===== src/rtl/cpu_pkg.sv =====
// Shared CPU constants: datapath widths and ALU function codes.
package cpu_pkg;

    localparam int DATA_W = 8;
    localparam int PC_W   = 32;

    localparam logic [2:0] ALU_FWD = 3'b000;
    localparam logic [2:0] ALU_ADD = 3'b001;
    localparam logic [2:0] ALU_AND = 3'b010;
    localparam logic [2:0] ALU_OR  = 3'b011;

endpackage


===== src/rtl/exec_flow_unit_if.sv =====
// Execute-stage bus: operands and flow requests in, ALU result and PC values out.
interface exec_flow_unit_if;
    import cpu_pkg::*;

    logic              BUSYWAIT;
    logic [DATA_W-1:0] DATA1;
    logic [DATA_W-1:0] DATA2;
    logic [2:0]        ALUOP;
    logic              JUMP;
    logic              BRANCH;
    logic [7:0]        OFFSET;
    logic [DATA_W-1:0] RESULT;
    logic              ZERO;
    logic [PC_W-1:0]   PCPLUS4;
    logic [PC_W-1:0]   TARGET;
    logic              FLOWSEL;
    logic [PC_W-1:0]   PC;

    modport master (
        output BUSYWAIT, DATA1, DATA2, ALUOP, JUMP, BRANCH, OFFSET,
        input  RESULT, ZERO, PCPLUS4, TARGET, FLOWSEL, PC
    );

    modport slave (
        input  BUSYWAIT, DATA1, DATA2, ALUOP, JUMP, BRANCH, OFFSET,
        output RESULT, ZERO, PCPLUS4, TARGET, FLOWSEL, PC
    );

endinterface


===== src/rtl/exec_alu.sv =====
// Combinational 8-bit ALU with ZERO flag; reserved function codes produce 0.
module exec_alu
    import cpu_pkg::*;
#(
    parameter int W = DATA_W
) (
    input  logic [W-1:0] i_data1,
    input  logic [W-1:0] i_data2,
    input  logic [2:0]   i_aluop,
    output logic [W-1:0] o_result,
    output logic         o_zero
);

    logic [W-1:0] w_result;

    always_comb begin
        w_result = '0;
        case (i_aluop)
            ALU_FWD: w_result = i_data2;
            ALU_ADD: w_result = i_data1 + i_data2;
            ALU_AND: w_result = i_data1 & i_data2;
            ALU_OR:  w_result = i_data1 | i_data2;
            default: w_result = '0;
        endcase
    end

    assign o_result = w_result;
    assign o_zero   = (w_result == '0);

endmodule


===== src/rtl/exec_flow_unit.sv =====
// Execute stage: ALU, branch/jump select, target adder and the PC register.
module exec_flow_unit #(
    parameter int                  DATA_W   = cpu_pkg::DATA_W,
    parameter int                  PC_W     = cpu_pkg::PC_W,
    parameter logic [PC_W-1:0]     PC_RESET = '0
) (
    input  logic             CLK,
    input  logic             RESET,
    exec_flow_unit_if.slave  bus
);

    logic [DATA_W-1:0] w_result;
    logic              w_zero;
    logic              w_flowsel;
    logic [PC_W-1:0]   r_pc;
    logic [PC_W-1:0]   w_pcplus4;
    logic [PC_W-1:0]   w_offset_ext;
    logic [PC_W-1:0]   w_target;
    logic [PC_W-1:0]   w_next_pc;

    exec_alu #(.W(DATA_W)) u_alu (
        .i_data1  (bus.DATA1),
        .i_data2  (bus.DATA2),
        .i_aluop  (bus.ALUOP),
        .o_result (w_result),
        .o_zero   (w_zero)
    );

    // OFFSET counts words: sign-extend, then scale by 4 bytes.
    assign w_offset_ext = {{(PC_W-10){bus.OFFSET[7]}}, bus.OFFSET, 2'b00};
    assign w_pcplus4    = r_pc + PC_W'(4);
    assign w_target     = w_pcplus4 + w_offset_ext;
    assign w_flowsel    = bus.JUMP | (bus.BRANCH & w_zero);
    assign w_next_pc    = w_flowsel ? w_target : w_pcplus4;

    // Reset outranks a memory stall so a reset mid-stall still clears the PC.
    always_ff @(posedge CLK) begin
        if (RESET) begin
            r_pc <= PC_RESET;
        end else if (!bus.BUSYWAIT) begin
            r_pc <= w_next_pc;
        end
    end

    assign bus.RESULT  = w_result;
    assign bus.ZERO    = w_zero;
    assign bus.PCPLUS4 = w_pcplus4;
    assign bus.TARGET  = w_target;
    assign bus.FLOWSEL = w_flowsel;
    assign bus.PC      = r_pc;

endmodule


===== src/flat_wrapper.sv =====
// flat-port wrapper written by rule: the top's interface ports become plain ports
module exec_flow_unit_flat 
#(
    parameter int                  DATA_W   = cpu_pkg::DATA_W,
    parameter int                  PC_W     = cpu_pkg::PC_W,
    parameter logic [PC_W-1:0]     PC_RESET = '0
)
  (CLK, RESET, bus_BUSYWAIT, bus_DATA1, bus_DATA2, bus_ALUOP, bus_JUMP, bus_BRANCH, bus_OFFSET, bus_RESULT, bus_ZERO, bus_PCPLUS4, bus_TARGET, bus_FLOWSEL, bus_PC);
  exec_flow_unit_if bus_i ();
  input  logic CLK;
  input  logic RESET;
  input wire logic [$bits(bus_i.BUSYWAIT)-1:0] bus_BUSYWAIT;
  input wire logic [$bits(bus_i.DATA1)-1:0] bus_DATA1;
  input wire logic [$bits(bus_i.DATA2)-1:0] bus_DATA2;
  input wire logic [$bits(bus_i.ALUOP)-1:0] bus_ALUOP;
  input wire logic [$bits(bus_i.JUMP)-1:0] bus_JUMP;
  input wire logic [$bits(bus_i.BRANCH)-1:0] bus_BRANCH;
  input wire logic [$bits(bus_i.OFFSET)-1:0] bus_OFFSET;
  output wire logic [$bits(bus_i.RESULT)-1:0] bus_RESULT;
  output wire logic [$bits(bus_i.ZERO)-1:0] bus_ZERO;
  output wire logic [$bits(bus_i.PCPLUS4)-1:0] bus_PCPLUS4;
  output wire logic [$bits(bus_i.TARGET)-1:0] bus_TARGET;
  output wire logic [$bits(bus_i.FLOWSEL)-1:0] bus_FLOWSEL;
  output wire logic [$bits(bus_i.PC)-1:0] bus_PC;
  assign bus_i.BUSYWAIT = bus_BUSYWAIT;
  assign bus_i.DATA1 = bus_DATA1;
  assign bus_i.DATA2 = bus_DATA2;
  assign bus_i.ALUOP = bus_ALUOP;
  assign bus_i.JUMP = bus_JUMP;
  assign bus_i.BRANCH = bus_BRANCH;
  assign bus_i.OFFSET = bus_OFFSET;
  assign bus_RESULT = bus_i.RESULT;
  assign bus_ZERO = bus_i.ZERO;
  assign bus_PCPLUS4 = bus_i.PCPLUS4;
  assign bus_TARGET = bus_i.TARGET;
  assign bus_FLOWSEL = bus_i.FLOWSEL;
  assign bus_PC = bus_i.PC;
  exec_flow_unit #(.DATA_W(DATA_W), .PC_W(PC_W), .PC_RESET(PC_RESET)) u_core (.CLK(CLK), .RESET(RESET), .bus(bus_i));
endmodule

===== config.mk =====
export PLATFORM = sky130hd
export DESIGN_NAME = exec_flow_unit_flat
export DESIGN_NICKNAME = d
export VERILOG_FILES = /design/src/rtl/cpu_pkg.sv /design/src/rtl/exec_flow_unit_if.sv /design/src/rtl/exec_alu.sv /design/src/rtl/exec_flow_unit.sv /design/src/flat_wrapper.sv
export SDC_FILE = /design/constraint.sdc
export NUM_CORES = 1
export LEC_CHECK = 0
export ABC_AREA = 1
export BUFFER_PORTS_ARGS = -buffer_cell sky130_fd_sc_hd__buf_2
export CAP_MARGIN = 5
export CORE_MARGIN = 5
export CORE_UTILIZATION = 50
export CTS_CLUSTER_DIAMETER = 40
export DETAILED_ROUTE_END_ITERATION = 10
export PLACE_DENSITY = 0.76
export REMOVE_ABC_BUFFERS = 1
export SETUP_SLACK_MARGIN = 0.2
export SYNTH_ARGS = -nofsm -noshare
export SYNTH_HDL_FRONTEND = slang
export SYNTH_HIERARCHICAL = 1
export SYNTH_SLANG_ARGS = --single-unit

===== constraint.sdc =====
create_clock -name CLK -period 6 [get_ports CLK]
set_input_delay 0.9 -clock CLK [delete_from_list [all_inputs] [get_ports CLK]]
set_output_delay 0.9 -clock CLK [all_outputs]
set_load 0.1 [all_outputs]

-- Word-level counts from Yosys, hierarchy flattened
Index checks and enable logic that the tools add are counted.
- bits of input ports: 32
- register bits: 32
- equal/unequal tests: 3
- mux-type cells: 2
- add/subtract/negate cells: 3
- bitwise logic cells: 4
- reductions and logical operators: 2
- operators by type and width (operator ; number):
    32-bit by 3-bit adder with 32-bit output (second input constant) ; 1
    32-bit adder ; 1
    32-bit 2-to-1 mux ; 1
    8-bit one-hot mux with 4 select lines ; 1
    8-bit adder ; 1
    8-bit bitwise AND ; 1
    8-bit logical NOT ; 1
    8-bit OR ; 1
    3-bit by 2-bit equality test with 1-bit output (second input constant) ; 2
    3-bit by 1-bit equality test with 1-bit output (second input constant) ; 1
    3-bit logical NOT ; 1
    1-bit bitwise AND ; 1
    1-bit OR ; 1

-- Depth between registers and ports, before layout
Gate-level depths: netlist (run 1).
- depth after elaboration: 6
- depth in mapped cells: 25

-- Cells and area by module
The synthesis (run 1) kept the hierarchy.
- by module, submodules not included (module ; cells each ; times used ; area each (sq um)):
    exec_flow_unit ; 771 ; 1 ; 4342.9
    exec_alu ; 158 ; 1 ; 834.6

-- Least setup slack after synthesis (run 1)
Ideal clock, no wire load.
- path kind: flip-flop to output port
- start point: register u_core.r_pc[2], in the netlist u_core/bus.PC[2]
- end point: output port bus_TARGET[15]
- arrival time: 6041 ps
- data required time: 5100 ps
- slack: -941 ps
- stages on the path, launching flop included: 13
- cell sequence: dfxtp_1 inv_2 nor2_4 nand2_1 xnor2_1 ha_1 nand2_1 inv_1 nand2_1 nand2_1 a21oi_1 nand2_1 xor2_1
- cells in the longest elaborated chain, start to end: 2
- RTL lines (element ; RTL line ; source):
    from (decl) ; exec_flow_unit.sv:15 ; logic [PC_W-1:0] r_pc;
    from (signal assigned) ; exec_flow_unit.sv:41 ; r_pc <= w_next_pc;
    32-bit by 3-bit adder with 32-bit output ; exec_flow_unit.sv:31 ; assign w_pcplus4 = r_pc + PC_W'(4);
    net bus_PCPLUS4[2] ; flat_wrapper.sv:21 ; output wire logic [$bits(bus_i.PCPLUS4)-1:0] bus_PCPLUS4;
    32-bit adder ; exec_flow_unit.sv:32 ; assign w_target = w_pcplus4 + w_offset_ext;
    to (decl) ; flat_wrapper.sv:22 ; output wire logic [$bits(bus_i.TARGET)-1:0] bus_TARGET;
The timed path passes the listed nets, and every way through them passes these cells.

-- Worst setup path after layout (run 1)
- start point: register u_core.r_pc[2], in the netlist u_core/bus.PC[2]
- end point: output port bus_TARGET[31]
- cells in the longest elaborated chain, start to end: 2
- RTL lines (element ; RTL line):
    32-bit by 3-bit adder with 32-bit output ; exec_flow_unit.sv:31
    32-bit adder ; exec_flow_unit.sv:32
No other way between the ends.

==> results_dict.tcl, run 1 <==
set metrics [dict create \
    cts_resized 0 \
    maxCapViolations 0 \
    critPathRequiredTime_ns 5.10 \
    grt_pass1_vias 5450 \
    pwr-share-comb_pct 75.0 \
    cts_buffers 5 \
    ys_warn_count 6 \
    synth.top_cell.area_share_pct 21.68 \
    fin_area_um2 6023 \
    finalHoldViolations 0 \
    placed_cell_area_um2 5932 \
    fin_cells 1189 \
    die_h_um 111.8 \
    synth-seq-cells 30 \
    finalPower_uw 1676 \
    antenna_cells 0 \
    design.die.area_um2 12490 \
    clock_sinks 30 \
    gp_congestion 0.9422 \
    r2r_slack_ns 2.74 \
    num_vias 6061 \
    pin_count 138 \
    swShare_pct 68.86 \
    hold_path_class "flip-flop to flip-flop" \
    crit_start "u_core/bus.PC[2]" \
    cp.arrival_ns 3.62 \
    yosysSeqAreaShare_pct 11.60 \
    row_count 37 \
    min_from "u_core/bus.PC[28]" \
    layout-drive-gt1-share_pct 16.71 \
    first_iter_violations 441 \
    fin_hold_ws_ns 0.5241 \
    dp.cells 1181 \
    clock.fmax_ghz 0.2211 \
    synth_cells 929 \
    rsz0062_at_grt "no" \
    timing.rr.end "u_core/bus.PC[29]" \
    finalCritPeriodShare_pct 75.38 \
    initial_utilization_pct 50.61 \
    slew_headroom_pct 47.67 \
    drc 0 \
    fin_util_pct 58.87 \
    finalMaxSlewViolations 0 \
    clkPwrFrac_pct 10.3 \
    status "finished, final reports clean" \
    fp.dieW_um 111.8 \
    worst_slew_pin_slew_ns 0.7849 \
    cts_max_level 2 \
    clk_latency_ns 0.29 \
    wl_mm 15.95 \
    largest_reg_flops 30 \
    r2r_start "u_core/bus.PC[2]" \
    grt_max_degree 45 \
    p_leak_uw 0.003589 \
    reg2regPathDepth 18 \
    yosysUniqueCellTypes 38 \
    crit_type "flip-flop to primary output" \
    cts_setup_buffers 0 \
    syn2layout_area_growth_pct 16.34 \
    power_density_nw_per_um2 278.3 \
    viasPerCell 5.098 \
    skew_ns 0.005040 \
    min_period_ns 4.523 \
    synth_area_um2 5177 \
    hpwl_mm 13.22 \
    antenna_found_initial 0 \
    root_buffer "clkbuf_8" \
    cts_tree "done" \
    ant_nets 0 \
    crit_end "bus_TARGET[31]" \
    wl_per_cell_um 13.42 \
    port_buffers 131 \
    start_kind "flip-flop" \
    final_nets 1139 \
    core_area_um2 10230 \
    cts_hold_buf 0 \
    synthTopCellsByArea "nand2_1, ha_1, dfxtp_1, inv_1, a21oi_1" \
    intPower_uw 522.0 \
    cts_buffer_depth 2 \
    avgSynthCellArea_um2 5.573 \
    grt_pass1_wl_mm 25.92 \
    yosysTopAreaCell "nand2_1" \
    finalSetupViolCount 0 \
    cts.reportedPaths.clkPinSlew_ns 0.06 \
    end_kind "primary output" \
    switchingPower_uw 1154 \
    peakVddDrop_mv 0.3026 \
    crit_fanout 5 \
    dr.pass1.iters 6 \
    seq_power_share_pct 14.7 \
    grtUsageTotal_pct 24.67 \
    grt.overflow.total 0 \
]
[cell usage in the layout, fill, tap and decap left out, drive strengths merged, types with 2 or more instances in the layout]
cell	netlist	layout
ha	53	53
nor3	8	8
clkbuf	13	7
inv	154	154
o22ai	3	3
nand3	73	73
xnor2	11	11
dfxtp	30	30
fa	2	2
xor2	24	24
o211ai	2	2
a21o	3	3
nand2	309	309
nor2	88	88
a21oi	78	78
nand4	16	16
a31oi	2	2
nand3b	4	4
conb	1	6
o21ai	32	32
o21bai	8	8
and3	2	2
buf	9	133
[per-stage QoR]
step           setup WS [ns]  TNS (ns)
6_report               1.477         0
4_1_cts                1.522         0
3_3_place_gp           1.861         0
3_5_place_dp           1.790         0
5_1_grt                1.144         0
2_1_floorplan        -0.9755    -26.71
[metal layers]
metal	part of all wire [%]	global-route usage, %	routed length (µm)	vias up
li1	-	-	-	3180
met1	46	33.54	7303	2656
met2	46	42.73	7372	204
met3	6.2	1.793	995	21
met5	0	0	0	-
met4	1.8	5.353	282	0
[cell type report]
cell class | count | area [µm²]
clock buffers | 7 | 86.33
clock inverters | 1 | 5.005
fillers | 1061 | 4208
inverters | 154 | 578.1
multi-input cells | 728 | 3913
flip-flops and latches | 30 | 600.6
well taps | 136 | 170.2
repair buffers | 133 | 670.6
[worst min-delay path by stage]
stage,endpoint,cells past startpoint
2_1_floorplan,u_core/bus.PC[30],2
3_3_place_gp,u_core/bus.PC[28],2
3_5_place_dp,u_core/bus.PC[30],2
4_1_cts,u_core/bus.PC[28],2
5_1_grt,u_core/bus.PC[28],2
6_report,u_core/bus.PC[28],2
[logic make-up (layout without fill, tap and decap cells)]
logic type | Yosys count | count (layout) | synth area share (%)
adder cells (fa/ha/maj) | 55 | 55 | 13.58
flip-flops | 30 | 30 | 11.60
buffers and inverters | 176 | 295 | 13.27
XOR/XNOR | 35 | 35 | 5.921
AO/OA/AOI/OAI | 130 | 130 | 13.73
AND/OR/NAND/NOR | 502 | 502 | 41.83
other | 1 | 6 | 0.07243
[synthesized netlist by cell type]
cell type  instances
a21o_1             3
a21oi_1           74
a21oi_2            4
a31oi_1            2
and3_1             2
buf_1              2
buf_4              7
clkbuf_1          13
conb_1             1
dfxtp_1           30
fa_1               2
ha_1              53
inv_1            149
inv_2              5
nand2_1          299
nand2_2            9
nand2_4            1
nand3_1           71
nand3_2            2
nand3b_1           4
nand4_1           16
nor2_1            78
nor2_2             6
nor2_4             3
nor2_8             1
nor3_1             5
nor3_2             3
nor4_2             1
o211ai_1           2
o21a_1             1
o21ai_0           22
o21ai_1           10
o21bai_1           8
o221ai_1           1
o22ai_1            3
or2_1              1
xnor2_1           11
xor2_1            24
[power groups by stage]
| stage | sequential (µW) | clock [µW] | combinational [µW] |
|---|---|---|---|
| after floorplan | 375 | 0 | 911 |
| final | 246 | 173 | 1260 |
| after global placement | 250 | 0 | 1250 |
| after detailed placement | 250 | 0 | 1250 |
| after CTS | 246 | 176 | 1250 |
| after global routing | 250 | 187 | 1320 |
[worst max-delay path: stages, from the launching register on]
cell,delay [ns]
dfxtp_1,0.41
ha_1,0.22
inv_1,0.06
nor2_2,0.19
nand4_1,0.18
nor3_2,0.27
nand2_1,0.08
nand2_1,0.10
inv_1,0.10
ha_1,0.31
nand2_1,0.09
nor3_1,0.26
nand2_1,0.14
nand2_1,0.07
nand2_1,0.04
nand2_1,0.05
inv_1,0.04
nand2_1,0.13
nand2_1,0.10
nand2_1,0.07
buf_2,0.41
Power figures use the tool's default switching activity.
==> inputs of run 2 (changes only) <==
==> constraint.sdc (replaced) <==
create_clock -name CLK -period 4.4 [get_ports CLK]
set_input_delay 0.66 -clock CLK [delete_from_list [all_inputs] [get_ports CLK]]
set_output_delay 0.66 -clock CLK [all_outputs]
set_load 0.1 [all_outputs]
==> results_dict.tcl, run 2 (synthesis gave the netlist of run 1 again) <==
set metrics [dict create \
    cts_buffers 5 \
    pwr-share-comb_pct 74.4 \
    cts_hold_buf 0 \
    fin_cells 1195 \
    grt.overflow.total 0 \
    finalSetupViolCount 0 \
    power_density_nw_per_um2 383.8 \
    finalHoldViolations 0 \
    skew_ns 0.006687 \
    cts.reportedPaths.clkPinSlew_ns 0.07 \
    grt_max_degree 45 \
    wl_per_cell_um 13.92 \
    finalMaxSlewViolations 0 \
    slew_headroom_pct 59.45 \
    root_buffer "clkbuf_8" \
    die_h_um 111.8 \
    pin_count 138 \
    dp_slack_ns 0.4381 \
    status "finished, final reports clean" \
    core_area_um2 10230 \
    maxCapViolations 0 \
    layout-drive-gt1-share_pct 18.60 \
    drc 0 \
    hold_path_class "flip-flop to flip-flop" \
    crit_type "flip-flop to primary output" \
    grt_pass1_wl_mm 26.43 \
    finalWorstSetupSlack_ns 0.3377 \
    start_kind "flip-flop" \
    row_count 37 \
    port_buffers 131 \
    seq_power_share_pct 13.9 \
    crit_fanout 6 \
    swShare_pct 66.81 \
    final.setup.tns_ns 0 \
    final_nets 1145 \
    antenna_cells 0 \
    hpwl_mm 13.65 \
    gp_congestion 0.9560 \
    grtUsageTotal_pct 25.30 \
    num_vias 6127 \
    worst_slew_pin_slew_ns 0.6083 \
    clk_latency_ns 0.28 \
    wl_mm 16.63 \
    finalCritPeriodShare_pct 92.32 \
    cts_max_level 2 \
    rsz0062_at_grt "yes" \
    dr.pass1.iters 5 \
    dp.cells 1187 \
    fin_area_um2 6238 \
    initial_utilization_pct 50.61 \
    final_common_cell "nand2_1" \
    cp.arrival_ns 3.40 \
    intPower_uw 794.7 \
    cts_setup_buffers 0 \
    switchingPower_uw 1600 \
    ant_nets 0 \
    design.die.area_um2 12490 \
    placed_cell_area_um2 5992 \
    largest_reg_flops 30 \
    p_leak_uw 0.003680 \
    cts_buffer_depth 2 \
    min_period_ns 4.062 \
    critPathRequiredTime_ns 3.74 \
    end_kind "primary output" \
    antenna_found_initial 0 \
    cts_tree "done" \
    peakVddDrop_mv 0.4424 \
    grt_pass1_vias 5564 \
    viasPerCell 5.127 \
    clock.fmax_ghz 0.2462 \
    fp.dieW_um 111.8 \
    clkPwrFrac_pct 11.7 \
    layout_common_cells "nand2_1, inv_1, buf_2" \
    syn2layout_area_growth_pct 20.49 \
    clock_sinks 30 \
    first_iter_violations 410 \
]
==> run 2: changes by cell type in the layout (fill, tap and decap cells not counted), sizes merged <==
cell and change:
clkbuf +5, buf -1, bufinv +1, clkinv +1
==> run 2: metal layers <==
metal	vias up	global-route usage, %	wire (µm)
li1	3191	-	-
met1	2689	33.41	7437
met2	210	42.97	7691
met3	37	3.098	1096
met4	0	7.705	403
met5	-	0	0
==> run 2: worst paths after layout <==
check / from / end / slack, ns / cells after the start
min reg2reg: u_core/bus.PC[31] / u_core/bus.PC[31] / 0.52 / 2
min: u_core/bus.PC[31] / u_core/bus.PC[31] / 0.52 / 2
max: u_core/bus.PC[11] / bus_TARGET[31] / 0.34 / 20
max reg2reg: u_core/bus.PC[11] / u_core/bus.PC[31] / 1.22 / 21
==> run 2: final cells by class <==
| cell class | instances | area (µm²) |
|---|---|---|
| Clock inverter | 3 | 40.04 |
| Sequential cell | 30 | 604.3 |
| Tap cell | 136 | 170.2 |
| Fill cell | 1070 | 3993 |
| Clock buffer | 5 | 68.82 |
| Timing Repair Buffer | 139 | 814.5 |
| Inverter | 154 | 578.1 |
| Multi-Input combinational cell | 728 | 3963 |
==> run 2: repair_timing <==
action | in CTS | in global routing
resized for setup | 3 | 49
setup endpoints to repair | 3 | 19
gates cloned | 0 | 0
pin swaps | 0 | 2
==> run 2: critical path, cell delays in order, from the launching register on <==
cell     delay, ns
dfxtp_1       0.45
nand2_1       0.11
nor2_1        0.14
nand4_1       0.17
nor2_2        0.25
nand2_1       0.10
xor2_1        0.23
inv_1         0.13
ha_1          0.34
inv_1         0.09
nor3_2        0.22
nand2_1       0.12
nand2_1       0.08
nand2_1       0.05
nand2_1       0.05
inv_1         0.04
nand2_1       0.14
inv_1         0.06
nand2_1       0.08
nand2_1       0.09
buf_12        0.17
==> run 2: power groups by stage <==
stage          combinational, µW  clock, µW  sequential [µW]
2_1_floorplan               1240          0              512
3_3_place_gp                1720          0              337
3_5_place_dp                1730          0              338
4_1_cts                     1730        285              332
5_1_grt                     1870        297              339
6_report                    1780        280              333
==> run 2: stage by stage <==
| stage | hold slack (ns) | total power [µW] | utilization (%) |
|---|---|---|---|
| 3_3_place_gp | 0.5105 | 2059 | 58.57 |
| 2_1_floorplan | 0.7224 | 1754 | - |
| 6_report | 0.5244 | 2395 | 60.98 |
| 3_5_place_dp | 0.5138 | 2063 | 58.57 |
| 5_1_grt | 0.5511 | 2508 | 60.98 |
| 4_1_cts | 0.5263 | 2350 | 59.70 |
==> inputs of run 3 (changes only) <==
==> constraint.sdc (replaced) <==
create_clock -name CLK -period 4.4 [get_ports CLK]
set_input_delay 0.66 -clock CLK [delete_from_list [all_inputs] [get_ports CLK]]
set_output_delay 0.66 -clock CLK [all_outputs]
set_load 0.05 [all_outputs]
==> results_dict.tcl, run 3 (synthesis gave the netlist of run 1 again) <==
set metrics [dict create \
    layout-drive-gt1-share_pct 17.88 \
    cts_buffer_depth 2 \
    min_from "u_core/bus.PC[28]" \
    ant_nets 0 \
    gp_congestion 0.9349 \
    antenna_cells 0 \
    pwr-share-comb_pct 67.3 \
    viasPerCell 5.152 \
    fin_hold_ws_ns 0.5234 \
    drc 0 \
    skew_ns 0.003281 \
    finalPower_uw 1833 \
    r2r_start "u_core/bus.PC[10]" \
    pin_count 138 \
    status "finished, final reports clean" \
    cts_buffers 5 \
    core_area_um2 10230 \
    grtUsageTotal_pct 25.40 \
    finalWorstSetupSlack_ns 0.2095 \
    clkPwrFrac_pct 14.4 \
    clk_latency_ns 0.28 \
    cts.reportedPaths.clkPinSlew_ns 0.07 \
    grt_pass1_wl_mm 26.60 \
    crit_start "u_core/bus.PC[10]" \
    antenna_found_initial 0 \
    num_vias 6146 \
    initial_utilization_pct 50.61 \
    design.die.area_um2 12490 \
    seq_power_share_pct 18.3 \
    slew_headroom_pct 61.66 \
    power_density_nw_per_um2 300.0 \
    crit_fanout 6 \
    fp.dieW_um 111.8 \
    grt.overflow.total 0 \
    finalCritPeriodShare_pct 95.24 \
    root_buffer "clkbuf_8" \
    rsz0062_at_grt "yes" \
    cts_max_level 2 \
    fin_cells 1193 \
    dp.cells 1184 \
    layout_common_cells "nand2_1, inv_1, buf_2" \
    end_kind "primary output" \
    maxCapViolations 0 \
    clock_sinks 30 \
    clock.fmax_ghz 0.2386 \
    grt_pass1_vias 5584 \
    finalSetupViolCount 0 \
    finalHoldViolations 0 \
    cts_tree "done" \
    cp.arrival_ns 3.53 \
    peakVddDrop_mv 0.2769 \
    crit_type "flip-flop to primary output" \
    worst_slew_pin_slew_ns 0.5752 \
    min_period_ns 4.191 \
    dr.pass1.iters 7 \
    row_count 37 \
    final.setup.tns_ns 0 \
    largest_reg_flops 30 \
    final_nets 1143 \
    final_common_cell "nand2_1" \
    first_iter_violations 465 \
    intPower_uw 750.9 \
    wl_mm 16.52 \
    critPathRequiredTime_ns 3.74 \
    port_buffers 131 \
    dp_slack_ns 0.6180 \
    wl_per_cell_um 13.85 \
    start_kind "flip-flop" \
    hpwl_mm 13.69 \
    syn2layout_area_growth_pct 18.03 \
    swShare_pct 59.04 \
    cts_hold_buf 0 \
    finalMaxSlewViolations 0 \
    die_h_um 111.8 \
    hold_path_class "flip-flop to flip-flop" \
    p_leak_uw 0.003639 \
    switchingPower_uw 1082 \
    grt_max_degree 45 \
]
run 3: changes by cell type in the layout (fill, tap and decap cells not counted), moves of 3 or more:
cell	previous run	this run
buf_2	112	129
buf_6	7	0
buf_4	11	6
clkbuf_4	7	2
clkbuf_8	5	8
run 3: layout make-up:
type,count,area (µm²)
Inverter,154,578.1
Clock buffer,8,110.1
Multi-Input combinational cell,728,3944
Tap cell,136,170.2
Fill cell,1087,4120
Timing Repair Buffer,137,705.7
Sequential cell,30,603.1
run 3: stage by stage:
stage	area [µm²]	utilization (%)
floorplan	5087	-
global placement	5954	58.20
detailed placement	5954	58.20
CTS	6065	59.28
global route	6111	59.73
finish	6111	59.73
run 3: routing by layer:
layer | global-route usage (%) | routed length, µm | part of all wire, %
met5 | 0 | 0 | 0
met2 | 43.13 | 7653 | 46
met1 | 33.78 | 7360 | 45
met4 | 7.705 | 412 | 2.5
met3 | 2.772 | 1093 | 6.6
run 3: worst paths after layout:
| check | slack [ns] | cells past startpoint | endpoint |
|---|---|---|---|
| worst min-delay path | 0.52 | 2 | u_core/bus.PC[28] |
| worst max register to register | 1.20 | 15 | u_core/bus.PC[17] |
| worst min register to register | 0.52 | 2 | u_core/bus.PC[28] |
| worst max-delay path | 0.21 | 14 | bus_TARGET[17] |
run 3: power by group through the flow:
stage	Sequential [µW]	Clock, µW	Combinational [µW]
6_report	336	264	1230
2_1_floorplan	420	0	831
5_1_grt	340	281	1330
3_5_place_dp	341	0	1220
3_3_place_gp	339	0	1210
4_1_cts	334	269	1220
run 3: what timing repair did:
action,CTS,global route
buffers inserted,0,1
gates resized for setup,0,12
setup endpoints to repair,0,13
run 3: critical path: stages, from the launching register on:
cell	delay, ns
dfxtp_1	0.45
nand2_1	0.11
nor2_1	0.15
nand4_1	0.18
nor2_2	0.24
xor2_1	0.47
ha_1	0.35
nand2_1	0.09
inv_1	0.05
a21oi_1	0.20
nand2_1	0.10
inv_1	0.06
nand2_1	0.06
xor2_1	0.37
buf_2	0.35
